**config.mk**
```make
export PLATFORM = sky130hd
export DESIGN_NAME = huff_decoder
export DESIGN_NICKNAME = d
export VERILOG_FILES = /design/src/rtl/huff_pkg.sv /design/src/rtl/huff_code_match.sv /design/src/rtl/huff_decoder.sv
export SDC_FILE = /design/constraint.sdc
export NUM_CORES = 1
export LEC_CHECK = 0
export BUFFER_PORTS_ARGS = -buffer_cell sky130_fd_sc_hd__buf_4
export CAP_MARGIN = 25
export CORE_ASPECT_RATIO = 1.1
export CORE_MARGIN = 2
export CORE_UTILIZATION = 55
export DETAILED_ROUTE_END_ITERATION = 6
export GPL_ROUTABILITY_DRIVEN = 0
export PLACE_DENSITY = 0.85
export SETUP_SLACK_MARGIN = 0.02
export SLEW_MARGIN = 20
export SYNTH_ARGS = -nofsm -noshare
export SYNTH_HDL_FRONTEND = slang
export SYNTH_SLANG_ARGS = --single-unit
```
**constraint.sdc**
```tcl
create_clock -name clk -period 10.95 [get_ports clk]
set_clock_uncertainty 0.2 [all_clocks]
set_input_delay 3.285 -clock clk [delete_from_list [all_inputs] [get_ports clk]]
set_output_delay 3.285 -clock clk [all_outputs]
set_load 0.02 [all_outputs]
```
**src/rtl/huff_pkg.sv**
```systemverilog
// Shared constants, table-entry record and FSM state type for the Huffman decoder.
package huff_pkg;

   localparam int MAX_CHAR_LENGTH = 5;
   localparam int MAX_CHARS       = MAX_CHAR_LENGTH;
   localparam int CODE_W          = 2 * 6 + 3;
   localparam int LEN_W           = 4;
   localparam int IDX_W           = $clog2(MAX_CHARS);

   typedef struct packed {
      logic [6:0]        ascii_char;
      logic [CODE_W-1:0] code;
      logic [LEN_W-1:0]  len;
   } code_entry_t;

   typedef enum logic [2:0] {
      ST_IDLE,
      ST_DECODE,
      ST_OUT,
      ST_DONE,
      ST_ERR
   } dec_state_t;

endpackage

```
**src/rtl/huff_code_match.sv**
```systemverilog
// Combinational codeword lookup: compares a candidate prefix against every table entry.
module huff_code_match
   import huff_pkg::*;
(
   input  code_entry_t       tbl [MAX_CHARS],
   input  logic [CODE_W-1:0] cand_code,
   input  logic [LEN_W-1:0]  cand_len,
   output logic              hit,
   output logic [6:0]        hit_char
);

   logic [CODE_W-1:0] mask;

   always_comb begin
      mask     = '0;
      hit      = 1'b0;
      hit_char = '0;
      for (int unsigned b = 0; b < CODE_W; b++) begin
         mask[b] = (LEN_W'(b) < cand_len);
      end
      // Ascending scan with a sticky hit makes the lowest index win.
      for (int unsigned i = 0; i < MAX_CHARS; i++) begin
         if (!hit && (tbl[i].len == cand_len) &&
             (((tbl[i].code ^ cand_code) & mask) == '0)) begin
            hit      = 1'b1;
            hit_char = tbl[i].ascii_char;
         end
      end
   end

endmodule

```
**src/rtl/huff_decoder.sv**
```systemverilog
// Serial Huffman decoder: loadable code table, one bit per cycle in, one char out per codeword.
// Optional per-handshake character counter enabled by defining HUFF_DEC_CHAR_CNT_EN.
module huff_decoder
   import huff_pkg::*;
(
   input  logic              clk,
   input  logic              rst,
   input  logic              tbl_wr_en,
   input  logic [IDX_W-1:0]  tbl_wr_idx,
   input  logic [6:0]        tbl_wr_char,
   input  logic [CODE_W-1:0] tbl_wr_code,
   input  logic [LEN_W-1:0]  tbl_wr_len,
   input  logic              start,
   input  logic              bit_in,
   input  logic              bit_valid,
   input  logic              bit_last,
   output logic              bit_ready,
   output logic [6:0]        data_out,
   output logic              data_valid,
   input  logic              data_ready,
   output logic              done,
   output logic              err
`ifdef HUFF_DEC_CHAR_CNT_EN
   ,
   output logic [7:0]        char_cnt
`endif
);

   code_entry_t       tbl [MAX_CHARS];
   dec_state_t        state;
   logic [CODE_W-1:0] acc;
   logic [CODE_W-1:0] cand_code;
   logic [LEN_W-1:0]  len;
   logic [LEN_W-1:0]  cand_len;
   logic              last_q;
   logic              hit;
   logic [6:0]        hit_char;
   logic              start_go;

   assign start_go = start && ((state == ST_IDLE) || (state == ST_DONE) || (state == ST_ERR));

   always_comb begin
      cand_code      = acc;
      cand_code[len] = bit_in;
      cand_len       = len + LEN_W'(1);
   end

   huff_code_match u_match (
      .tbl       (tbl),
      .cand_code (cand_code),
      .cand_len  (cand_len),
      .hit       (hit),
      .hit_char  (hit_char)
   );

   always_ff @(posedge clk or posedge rst) begin
      if (rst) begin
         for (int unsigned i = 0; i < MAX_CHARS; i++) begin
            tbl[i] <= '0;
         end
      end else if ((state == ST_IDLE) && tbl_wr_en && (int'(tbl_wr_idx) < MAX_CHARS)) begin
         tbl[tbl_wr_idx] <= '{ascii_char: tbl_wr_char, code: tbl_wr_code, len: tbl_wr_len};
      end
   end

   always_ff @(posedge clk or posedge rst) begin
      if (rst) begin
         state      <= ST_IDLE;
         acc        <= '0;
         len        <= '0;
         last_q     <= 1'b0;
         bit_ready  <= 1'b0;
         data_out   <= '0;
         data_valid <= 1'b0;
         done       <= 1'b0;
         err        <= 1'b0;
      end else if (start_go) begin
         state     <= ST_DECODE;
         acc       <= '0;
         len       <= '0;
         bit_ready <= 1'b1;
         done      <= 1'b0;
         err       <= 1'b0;
      end else begin
         case (state)
            ST_DECODE: begin
               if (bit_valid) begin
                  if (hit) begin
                     data_out   <= hit_char;
                     data_valid <= 1'b1;
                     last_q     <= bit_last;
                     bit_ready  <= 1'b0;
                     state      <= ST_OUT;
                  end else if ((cand_len == LEN_W'(CODE_W)) || bit_last) begin
                     err       <= 1'b1;
                     bit_ready <= 1'b0;
                     state     <= ST_ERR;
                  end else begin
                     acc <= cand_code;
                     len <= cand_len;
                  end
               end
            end
            ST_OUT: begin
               if (data_ready) begin
                  data_valid <= 1'b0;
                  acc        <= '0;
                  len        <= '0;
                  if (last_q) begin
                     done  <= 1'b1;
                     state <= ST_DONE;
                  end else begin
                     bit_ready <= 1'b1;
                     state     <= ST_DECODE;
                  end
               end
            end
            default: ;
         endcase
      end
   end

`ifdef HUFF_DEC_CHAR_CNT_EN
   always_ff @(posedge clk or posedge rst) begin
      if (rst) begin
         char_cnt <= '0;
      end else if (start_go) begin
         char_cnt <= '0;
      end else if (data_valid && data_ready && (char_cnt != 8'hFF)) begin
         char_cnt <= char_cnt + 8'd1;
      end
   end
`endif

endmodule
```
After elaboration in Yosys (flattened, before gate mapping)
Cells that the tools add are included.
{"block": "word_totals", "elab_cells": 174, "register_bits": 164, "output_inout_bits": 11}
{"block": "classes", "reduce_logical": 42, "order_cmp": 20, "bitwise_logic": 12, "add_sub_neg": 1, "muxes": 55, "n_eq_ne": 20}
{"op": "$bwmux W130", "count": 1}
{"op": "$demux W26 S3", "count": 1}
{"op": "$and A15 B15 Y15", "count": 5}
{"op": "$logic_not A15 Y1", "count": 5}
{"op": "$mux W15", "count": 5}
{"op": "$xor A15 B15 Y15", "count": 5}
{"op": "$mux W7", "count": 5}
{"op": "$pmux W15 S2", "count": 1}
{"op": "$lt A4 B4 Y1 const A", "count": 7}
{"op": "$mux W26", "count": 1}
{"op": "$mux W1", "count": 24}
{"op": "$eq A4 B4 Y1", "count": 5}
{"op": "$mux W4", "count": 5}
{"op": "$lt A3 B4 Y1 const A", "count": 4}
{"op": "$bwmux W15", "count": 1}
{"op": "$mux W3", "count": 5}
{"op": "$ne A3 B3 Y1 const B", "count": 5}
{"op": "$reduce_and A5 Y1", "count": 3}
{"op": "$logic_and A1 B1 Y1", "count": 14}
{"op": "$reduce_bool A2 Y1", "count": 7}
{"op": "$reduce_and A4 Y1", "count": 3}
{"op": "$lt A1 B4 Y1 const A", "count": 2}
{"op": "$lt A2 B4 Y1 const A", "count": 2}
{"op": "$pmux W4 S2", "count": 1}
{"op": "other kinds (24)", "count": 33}

Logic depth before layout (Yosys ltp)
Gate-level depths: netlist (run 1).
{"block": "logic_depth", "depth_word": 30, "depth_mapped": 16, "mapped_depth_nobuf": 11}

Modules after synthesis
From an unflattened synthesis (run 1), not the netlist that was laid out.
{"block": "unflattened", "hier_cells": 726, "hier_area_um2": 8685.8}
{"module": "huff_decoder", "area_each_um2": 6772.7, "n_inst": 1, "cells_per_inst": 449}
{"module": "huff_code_match", "area_each_um2": 1913.1, "n_inst": 1, "cells_per_inst": 277}

Worst setup path after synthesis (run 1)
No wires, ideal clock.
{"block": "synth_path", "path_type": "input to register", "start": "input port bit_in", "end": "register acc[3]", "path_stages": 13, "arrival_time_ns": 5.656, "n_path_buf": 5, "slack_ns": 4.968, "required_ns": 10.624, "cell_sequence": "buf_2 buf_2 buf_4 xnor2_1 o22ai_1 a2111oi_0 nand4_1 or3_1 buf_2 nand4_4 buf_6 nor3_1 a221o_1"}
{"block": "synth_via", "elab_chain_len": 24, "word_cells_on_any_way": 41}
{"element": "from (decl)", "line": "huff_decoder.sv:14", "text": "input logic bit_in,"}
{"element": "$bwmux W15 *", "line": "huff_decoder.sv:44", "text": "cand_code[len] = bit_in;"}
{"element": "$xor A15 B15 Y15", "line": "huff_code_match.sv:24", "text": "(((tbl[i].code ^ cand_code) & mask) == '0)) begin"}
{"element": "$and A15 B15 Y15", "line": "huff_code_match.sv:24"}
{"element": "$logic_not A15 Y1", "line": "huff_code_match.sv:24"}
{"element": "$logic_and A1 B1 Y1", "line": "huff_code_match.sv:23", "text": "if (!hit && (tbl[i].len == cand_len) &&"}
{"element": "$mux W1", "line": "huff_code_match.sv:23"}
{"element": "$logic_not A1 Y1", "line": "huff_code_match.sv:23"}
{"element": "$logic_and A1 B1 Y1 (2 in a row)", "line": "huff_code_match.sv:23"}
{"element": "[5 not listed]"}
{"element": "$logic_not A1 Y1", "line": "huff_code_match.sv:23"}
{"element": "$logic_and A1 B1 Y1 (2 in a row)", "line": "huff_code_match.sv:23"}
{"element": "$mux W1", "line": "huff_code_match.sv:23"}
{"element": "$logic_not A1 Y1", "line": "huff_code_match.sv:23"}
{"element": "$logic_and A1 B1 Y1 (2 in a row)", "line": "huff_code_match.sv:23"}
{"element": "$mux W1", "line": "huff_code_match.sv:23"}
{"element": "$ne A3 B3 Y1 (no line)"}
{"element": "$reduce_and A5 Y1 (no line)"}
{"element": "to (signal assigned)", "line": "huff_decoder.sv:99", "text": "acc <= cand_code;"}
{"element": "to (decl)", "line": "huff_decoder.sv:31", "text": "logic [CODE_W-1:0] acc;"}
Mark *: on every way between the ends. The rest lies on a longest branch, timed or not. The select of a mux whose other input is x is not followed.
A chain may end at the register's enable or synchronous reset.

Final worst setup path (run 1)
{"block": "layout_path", "start": "input port bit_in", "end": "register last_q"}
{"block": "layout_via", "elab_chain_len": 23, "word_cells_on_any_way": 35}
{"element": "$bwmux W15 *", "line": "huff_decoder.sv:44"}
{"element": "$xor A15 B15 Y15", "line": "huff_code_match.sv:24"}
{"element": "$and A15 B15 Y15", "line": "huff_code_match.sv:24"}
{"element": "$logic_not A15 Y1", "line": "huff_code_match.sv:24"}
{"element": "$logic_and A1 B1 Y1", "line": "huff_code_match.sv:23"}
{"element": "$mux W1", "line": "huff_code_match.sv:23"}
{"element": "$logic_not A1 Y1", "line": "huff_code_match.sv:23"}
{"element": "$logic_and A1 B1 Y1 (2 in a row)", "line": "huff_code_match.sv:23"}
{"element": "[4 not listed]"}
{"element": "$mux W1", "line": "huff_code_match.sv:23"}
{"element": "$logic_not A1 Y1", "line": "huff_code_match.sv:23"}
{"element": "$logic_and A1 B1 Y1 (2 in a row)", "line": "huff_code_match.sv:23"}
{"element": "$mux W1", "line": "huff_code_match.sv:23"}
{"element": "$logic_not A1 Y1", "line": "huff_code_match.sv:23"}
{"element": "$logic_and A1 B1 Y1 (2 in a row)", "line": "huff_code_match.sv:23"}
{"element": "$mux W1 *", "line": "huff_code_match.sv:23"}
{"element": "$reduce_and A4 Y1 (no line) *"}
{"element": "to (signal assigned)", "line": "huff_decoder.sv:91", "text": "last_q <= bit_last;"}
{"element": "to (decl)", "line": "huff_decoder.sv:35", "text": "logic last_q;"}
Mark *: on every way between the ends. The rest lies on a longest branch, timed or not.

==> results.toml, run 1 <==
[yosys]
async_flop_share_pct = 100.0
synthFlopType = "dfrtp_1"
seq_area_frac_synth_pct = 44.90
synth_seq_cells = 164
synth-edff-count = 0
synthCells = 791
synth_cell_types = 81
ys.warnings.count = 0
avgSynthCellArea_sq_um = 11.56
netlist_area_sq_um = 9140
synth_fp_nets = 832

[timing]
finalSetupTns_ns = 0
slew_violations = 0
fmaxAchievable_ghz = 0.1575
final.period_utilization_pct = 57.98
fin_crit_ns = 6.349
maxSlewHeadroom_pct = 38.11
worst_pin_slew_ns = 0.9187
finalSetupViolCount = 0
hold_viol_final = 0
rsz0062_at_grt = "false"

[placed_design]
io_buffers = 47
dpl-instance-area_sq_um = 9548
hpwlAfterDp_microns = 16110

[power_and_ir_drop]
power_uw = 2831
ir_drop_v = 0.0002047
cellPowerDensity_nw_per_um2 = 277.9
leakagePower_uw = 0.004622

[cts]
insertion_delay_ns = 0.44
cts_made_buffers = 17
post-cts-setup-buffer-count = 0
cts.sinks = 164
cts.clk_slew.worst_paths_ns = 0.06
postCtsHoldBufs = 0
cts_max_path_buffers = 2
ctsResizeCount = 0
htreeDepth = 4
cts_tree = "yes"
root_buffer = "clkbuf_16"

[final_layout]
num_antenna_cells = 0
area_growth_pct = 11.46
design_area_sq_um = 10190
fin_nets = 861
layout_common_cells = "dfrtp_1 (164), mux2_2 (122), xnor2_1 (72)"
mostFrequentLayoutCell = "dfrtp_1"
drive_gt1_share_pct = 29.05

[worst_setup_path]
cp_top_family = "simple AND/OR/NAND/NOR gates"
critPathMaxStageDelay_ns = 0.79
critPathRequiredTime_ns = 11.07
endpoint_kind = "flip-flop"
crit_buf_inv = 1
worstSetupPathType = "input pin to flip-flop"
slowest_stage = "a2111oi_0"
start_kind = "input pin"
worstReg2RegStart = "len[0]$_DFFE_PP0P_"
cp_cell_sequence = "buf_4, xnor2_1, o22ai_1, a2111oi_0, nand4_1, or2_1, nand4_4, o21ai_4, mux2_1"
crit_path_max_fanout = 32
cp.arrival_ns = 6.47
cp-startpoint = "bit_in"

[die]
floorplan.initialDensity_pct = 56.05
fp.dieW_microns = 126.9
dieArea_sq_um = 17670
io_pins = 48
rows = 49
core_area_sq_um = 16310
die_y_microns = 139.2

[job]
cap_violations = 0

[detailed_routing]
vias = 6721
wl_per_cell_microns = 22.85
drt_iter0_drc = 728
via_per_inst = 6.481
drt_pass1_iterations = 5
antenna_left = 0
drc_errors = 0
wirelength_microns = 23690

[hold_path]
worstHoldPathType = "flip-flop to flip-flop"
hp-start = "data_valid$_DFFE_PP0P_"

[global_route]
globalRoute.totalOverflow = 0
grt_usage_pct = 27.57
antenna_found_initial = 0
grt_max_degree = 88
grt_pass1_wl_microns = 37690
grt_pass1_vias = 6715

[outcome]
status = "finished clean"
==> area by class of cell <==
class / instances / area [sq um]
inverter: 20 / 80.08
clock inverter: 15 / 186.4
clock buffer: 17 / 425.4
sequential: 164 / 4104
fill: 1222 / 6121
multi-input combinational: 560 / 4688
tap: 204 / 255.2
timing repair buffer: 57 / 447.9
==> flip-flops by register name, summed over array words and instances, names as in the netlist, 3 cells and up <==
name,count
acc,15
data_out,7
len,4
state,3
tbl,130
==> worst paths after layout <==
path | to | slack [ns] | cells after the start
worst max register to register | last_q$_DFFE_PP0P_ | 5.79 | 8
min in group asynchronous | tbl[127]$_DFFE_PP0P_ | 2.78 | 2
max in group asynchronous | tbl[108]$_DFFE_PP0P_ | 6.60 | 4
worst min-delay path | data_valid$_DFFE_PP0P_ | 0.30 | 2
worst max-delay path | last_q$_DFFE_PP0P_ | 4.60 | 9
worst min register to register | data_valid$_DFFE_PP0P_ | 0.30 | 2
==> stage by stage <==
stage	setup WS, ns	std cells	util [%]	hold WS (ns)
after global routing	4.481	1037	62.47	0.3225
after floorplan	3.032	791	-	0.2755
final	4.601	1037	62.47	0.2977
after detailed placement	4.288	1004	58.55	0.2882
after CTS	4.737	1036	62.30	0.3041
after global placement	4.356	1004	58.55	0.2755
==> layer usage <==
metal | vias up | share of wire, % | global-route usage, %
met3 | 64 | 7.7 | 5.401
met1 | 3349 | 42 | 38.28
li1 | 2958 | - | -
met2 | 350 | 47 | 42.93
met5 | - | 0 | 0
met4 | 0 | 3.0 | 10.82
==> cells by family (layout without fill, tap and decap cells) <==
group	after synthesis	in the layout	synth area share, %
XOR/XNOR	90	90	8.706
AND/OR/NAND/NOR	150	150	9.802
multiplexers	140	140	17.55
flip-flops	164	164	44.90
AO/OA/AOI/OAI	176	176	14.50
buffers and inverters	67	109	3.997
adder cells (fa/ha/maj)	4	4	0.5476
==> cell usage after synthesis (4+ instances only) <==
library cell | number | area share (%)
nor2_1 | 22 | 0.90
clkbuf_1 | 17 | 0.70
nand2b_1 | 16 | 1.1
a21boi_0 | 4 | 0.33
mux2i_1 | 11 | 1.2
nand4_1 | 9 | 0.62
a2111oi_0 | 4 | 0.38
o211ai_1 | 5 | 0.41
a21oi_1 | 19 | 1.0
nor3b_1 | 4 | 0.33
buf_4 | 6 | 0.49
buf_2 | 13 | 0.71
a211oi_1 | 11 | 0.90
mux2_2 | 122 | 15
xnor2_1 | 72 | 6.9
a2bb2oi_1 | 4 | 0.38
nand3b_1 | 5 | 0.41
and2_1 | 4 | 0.27
or3_1 | 5 | 0.34
o21ai_0 | 23 | 1.3
buf_6 | 10 | 1.2
nand2_1 | 30 | 1.2
o2bb2ai_1 | 7 | 0.67
xor2_1 | 17 | 1.6
a21o_1 | 16 | 1.3
dfrtp_1 | 164 | 45
nand3_1 | 11 | 0.60
a22o_1 | 5 | 0.48
nor3_1 | 15 | 0.82
a311oi_1 | 7 | 0.67
o22ai_1 | 12 | 0.82
a32o_1 | 7 | 0.77
ha_1 | 4 | 0.55
a22oi_1 | 16 | 1.3
inv_1 | 20 | 0.82
==> tightest hold or removal path, stage by stage, from the launching register on <==
cell and delay, ns:
dfrtp_1 0.35, nand2_1 0.06, nand2_1 0.06
==> power breakdown <==
part / internal (uW) / total (uW) / switching, uW
sequential: 856 / 1070 / 213
clock: 347 / 621 / 274
combinational: 527 / 1140 / 615
total: 1730 / 2830 / 1100
Note: power is estimated with default switching activity, not from simulation.
==> run 2: changes to the inputs <==
Clock period 10.95 ns to 5.9 ns, I/O delays scaled along.
==> run 2 against run 1 <==
Utilization shrank 0.092 points. Critical path type is now flip-flop to flip-flop. Cell count grew 0.29%. Largest cell class unchanged. Routed wire length decreased by 2.2%. First-iteration DRC count down 4.8%. Worst hold slack worse by 0.0068 ns. Sequential cell count stayed put. Global-route usage shrank 0.33 points.
==> results.toml, run 2 (synthesis gave the netlist of run 1 again) <==
[outcome]
status = "finished clean"

[cts]
root_buffer = "clkbuf_16"
cts_made_buffers = 17
cts.clk_slew.worst_paths_ns = 0.06
post-cts-setup-buffer-count = 0
ctsResizeCount = 0
insertion_delay_ns = 0.44
cts.sinks = 164
postCtsHoldBufs = 0
htreeDepth = 4
cts_tree = "yes"
cts_max_path_buffers = 2

[final_layout]
drive_gt1_share_pct = 29.19
layout_common_cells = "dfrtp_1 (164), mux2_2 (122), xnor2_1 (72)"
utilization_pct = 62.38
fin_nets = 864
mostFrequentLayoutCell = "dfrtp_1"
area_growth_pct = 11.29
largestRegisters = "tbl: 130 flops, acc: 15 flops, data_out: 7 flops"
num_antenna_cells = 0
largest-register = "tbl"
largest_reg_flops = 130

[worst_setup_path]
crit_buf_inv = 1
reg2reg_depth = 11
cp_cell_sequence = "inv_1, ha_1, and3b_1, a31oi_1, o21ai_0, o221ai_1, or4_4, or2_1, nand4_4, o21a_4, a221o_1"
endpoint_kind = "flip-flop"
critPathRequiredTime_ns = 6.01
cp.depth = 11
crit_path_max_fanout = 28
slowest_stage = "dfrtp_1"
worstReg2RegStart = "len[0]$_DFFE_PP0P_"
worstSetupPathType = "flip-flop to flip-flop"
cp_top_family = "compound AO/OA/AOI/OAI gates"
cp.arrival_ns = 5.13
critPathMaxStageDelay_ns = 0.75
start_kind = "flip-flop"
worstReg2RegEnd = "acc[3]$_DFFE_PP0P_"
rrSetupSlack_ns = 0.88

[detailed_routing]
drt_pass1_iterations = 6
antenna_left = 0
via_per_inst = 6.493
vias = 6753
wirelength_microns = 23170
wl_per_cell_microns = 22.28
drt_iter0_drc = 693
drc_errors = 0

[global_route]
grtUsageMet1_pct = 37.42
grt_usage_pct = 27.24
grt_pass1_vias = 6617
antenna_found_initial = 1
globalRoute.totalOverflow = 0
gr-usage-met3_pct = 5.054
busiest_layer = "met2"
grt_pass1_wl_microns = 37160
grt_max_degree = 165
grt_use_met2_pct = 43.01

[timing]
finalSetupViolCount = 0
worst_pin_slew_ns = 0.9673
hold_viol_final = 0
maxSlewHeadroom_pct = 33.84
slew_violations = 0
finalSetupTns_ns = 0
rsz0062_at_grt = "false"
final.period_utilization_pct = 85.09
fmaxAchievable_ghz = 0.1992
fin_crit_ns = 5.020

[power_and_ir_drop]
p_int_uw = 3201
p_sw_share_pct = 38.38
p_comb_share_pct = 40.8
leakagePower_uw = 0.004600
cellPowerDensity_nw_per_um2 = 510.7
ir_drop_v = 0.0004535
pwr-share-clk_pct = 21.1
p_switching_uw = 1994
seqPwrFrac_pct = 38.0

[hold_path]
worstHoldPathType = "flip-flop to flip-flop"
min_to = "data_out[5]$_DFFE_PP0P_"
hold_depth = 1
hp-start = "data_out[5]$_DFFE_PP0P_"

[die]
core_area_sq_um = 16310
dieArea_sq_um = 17670
rows = 49
fp.dieW_microns = 126.9
io_pins = 48
floorplan.initialDensity_pct = 56.05
die_y_microns = 139.2

[job]
cap_violations = 0

[placed_design]
hpwlAfterDp_microns = 15930
io_buffers = 47
==> run 2: cell count changes in the layout (fill, tap and decap cells not counted), sizes merged <==
cell	delta
buf	+3
clkbuf	+1
inv	-7
clkinvlp	+6
==> run 2: power by group through the flow <==
stage               clock network, uW  logic (uW)  registers [uW]
floorplan                           0        1660            1870
global placement                    0        2020            1950
detailed placement                  0        2080            1980
CTS                              1100        2100            1960
global route                     1160        2270            2030
finish                           1100        2120            1980
==> run 2: final cells by class <==
cell class	count	area, sq um
clock buffers	18	429.2
clock inverters	14	153.9
fillers	1234	6136
inverters	20	78.83
multi-input cells	560	4688
flip-flops and latches	164	4104
well taps	204	255.2
repair buffers	60	462.9
==> run 2: worst max-delay path by stage <==
stage / end / slack (ns) / from
final: acc[3]$_DFFE_PP0P_ / 0.88 / len[0]$_DFFE_PP0P_
after global routing: acc[3]$_DFFE_PP0P_ / 0.72 / len[0]$_DFFE_PP0P_
after CTS: acc[3]$_DFFE_PP0P_ / 1.05 / len[0]$_DFFE_PP0P_
after detailed placement: last_q$_DFFE_PP0P_ / 0.63 / bit_in
after global placement: last_q$_DFFE_PP0P_ / 0.84 / bit_in
after floorplan: acc[3]$_DFFE_PP0P_ / 1.43 / bit_in
==> run 2: through the flow <==
stage / area [sq um] / cells / worst slack (ns) / hold WS [ns] / power (uW)
floorplan: 9144 / 791 / 1.433 / 0.2755 / 3530
global placement: 9589 / 1008 / 0.8391 / 0.2733 / 3968
detailed placement: 9589 / 1008 / 0.6324 / 0.2818 / 4052
CTS: 10170 / 1040 / 1.047 / 0.2961 / 5164
global route: 10170 / 1040 / 0.7213 / 0.3091 / 5453
finish: 10170 / 1040 / 0.8798 / 0.2909 / 5195
==> run 2: per-layer routing <==
layer,part of all wire (%),up-vias
li1,-,2961
met1,41,3382
met2,48,337
met3,7.3,73
met4,3.5,0
met5,0,-
==> run 3: changes to the inputs <==
Settings changed: CORE_UTILIZATION 55 to 46, PLACE_DENSITY 0.85 to 0.75.
==> run 3 against run 2 <==
Non-clock buffer count fell by 1. Sequential cell count did not move. Count of clock-buffer cells in the layout rose by 2. Maximum frequency fell by 1.5%. Largest cell class unchanged.
==> results.toml, run 3 (synthesis gave the netlist of run 1 again) <==
[detailed_routing]
via_per_inst = 6.051
wirelength_microns = 23000
drt_pass1_iterations = 6
antenna_left = 0
vias = 6577
drt_iter0_drc = 527
drc_errors = 0
wl_per_cell_microns = 21.16

[hold_path]
hold_depth = 1
worstHoldPathType = "flip-flop to flip-flop"
hp-start = "err$_DFFE_PP0P_"

[timing]
slew_violations = 0
fmaxAchievable_ghz = 0.1962
rsz0062_at_grt = "false"
hold_viol_final = 0
maxSlewHeadroom_pct = 26.76
fin_crit_ns = 5.098
finalSetupViolCount = 0
finalSetupTns_ns = 0
final.period_utilization_pct = 86.40
worst_pin_slew_ns = 1.071

[die]
floorplan.initialDensity_pct = 46.49
die_y_microns = 151.8
fp.dieW_microns = 138.4
dieArea_sq_um = 21010
core_area_sq_um = 19660
io_pins = 48
rows = 54

[cts]
insertion_delay_ns = 0.42
ctsResizeCount = 0
cts_tree = "yes"
cts_made_buffers = 17
cts_max_path_buffers = 2
postCtsHoldBufs = 0
cts.clk_slew.worst_paths_ns = 0.06
post-cts-setup-buffer-count = 0
cts.sinks = 164
root_buffer = "clkbuf_16"
htreeDepth = 4

[worst_setup_path]
cp.arrival_ns = 5.20
critPathMaxStageDelay_ns = 0.97
critPathRequiredTime_ns = 6.00
slowest_stage = "a2111oi_0"
worstSetupPathType = "input pin to flip-flop"
endpoint_kind = "flip-flop"
crit_path_max_fanout = 32
cp-startpoint = "bit_in"
cp_cell_sequence = "buf_4, xnor2_1, o22ai_1, a2111oi_0, nand4_1, or2_1, nand4_4, o21ai_4, mux2_1"
rrSetupSlack_ns = 0.94
start_kind = "input pin"
worstReg2RegStart = "len[0]$_DFFE_PP0P_"
reg2reg_depth = 11

[final_layout]
mostFrequentLayoutCell = "dfrtp_1"
num_antenna_cells = 0
seqCellArea_sq_um = 4104
largest_reg_flops = 130
utilization_pct = 51.96
multiInputGateArea_sq_um = 4688
layout_common_cells = "dfrtp_1 (164), mux2_2 (122), xnor2_1 (72)"
largestRegisters = "tbl: 130 flops, acc: 15 flops, data_out: 7 flops"
fin_nets = 863
final_cells = 1087
area_growth_pct = 11.77
largest-register = "tbl"
drive_gt1_share_pct = 28.86
n_fill_cell = 1696

[job]
cap_violations = 0

[global_route]
grt_usage_pct = 22.49
grt_pass1_vias = 6628
grt_max_degree = 165
grt_pass1_wl_microns = 37030
antenna_found_initial = 0
globalRoute.totalOverflow = 0

[power_and_ir_drop]
cellPowerDensity_nw_per_um2 = 502.6
leakagePower_uw = 0.004600
ir_drop_v = 0.0002335

[placed_design]
place_inst = 1054
io_buffers = 47
hpwlAfterDp_microns = 15970

[outcome]
status = "finished clean"
## run 3: changes by cell type in the layout (fill, tap and decap cells not counted), sizes merged
cell      delta
buf          -1
clkbuf       +2
clkinv       +2
clkinvlp     -3
inv          -1
## run 3: layout make-up
| cell class | instances | area share, % |
|---|---|---|
| clock inverters | 12 | 1.274 |
| repair buffers | 59 | 4.532 |
| well taps | 252 | 3.086 |
| clock buffers | 20 | 4.274 |
| inverters | 20 | 0.7716 |
| multi-input cells | 560 | 45.89 |
| flip-flops and latches | 164 | 40.17 |
## run 3: path summary, 6_finish.rpt
path / endpoint
max: last_q$_DFFE_PP0P_
max in group asynchronous: acc[0]$_DFFE_PP0P_
min: err$_DFFE_PP0P_
min reg2reg: err$_DFFE_PP0P_
min in group asynchronous: tbl[65]$_DFFE_PP0P_
max reg2reg: acc[11]$_DFFE_PP0P_
## run 3: critical path, delay by kind of cell
kind | cells | cell delay, ns
and+or+nand+nor | 3 | 1.28
AOI/OAI and AO/OA | 3 | 1.23
buffers and inverters | 1 | 0.37
muxes | 1 | 0.35
xor gates and xnor gates | 1 | 0.17
## run 3: power breakdown
part	internal, uW	switching (uW)
registers	1590	375
clock network	624	444
logic	977	1120
## run 3: metrics by stage
| stage | area [sq um] | power (uW) | setup WS (ns) | hold slack (ns) |
|---|---|---|---|---|
| 3_3_place_gp | 9634 | 3990 | 0.5861 | 0.2803 |
| 5_1_grt | 10220 | 5437 | 0.6423 | 0.3110 |
| 3_5_place_dp | 9634 | 4047 | 0.4963 | 0.2844 |
| 4_1_cts | 10200 | 5130 | 0.9384 | 0.2984 |
| 6_report | 10220 | 5134 | 0.8023 | 0.2909 |
| 2_1_floorplan | 9144 | 3530 | 1.433 | 0.2755 |
## run 3: layer usage
layer | GRT usage [%] | up-vias | share of wire (%)
li1 | - | 2967 | -
met1 | 29.86 | 3309 | 42
met2 | 35.55 | 235 | 47
met3 | 4.475 | 66 | 5.9
met4 | 10.79 | 0 | 4.3
met5 | 0 | - | 0
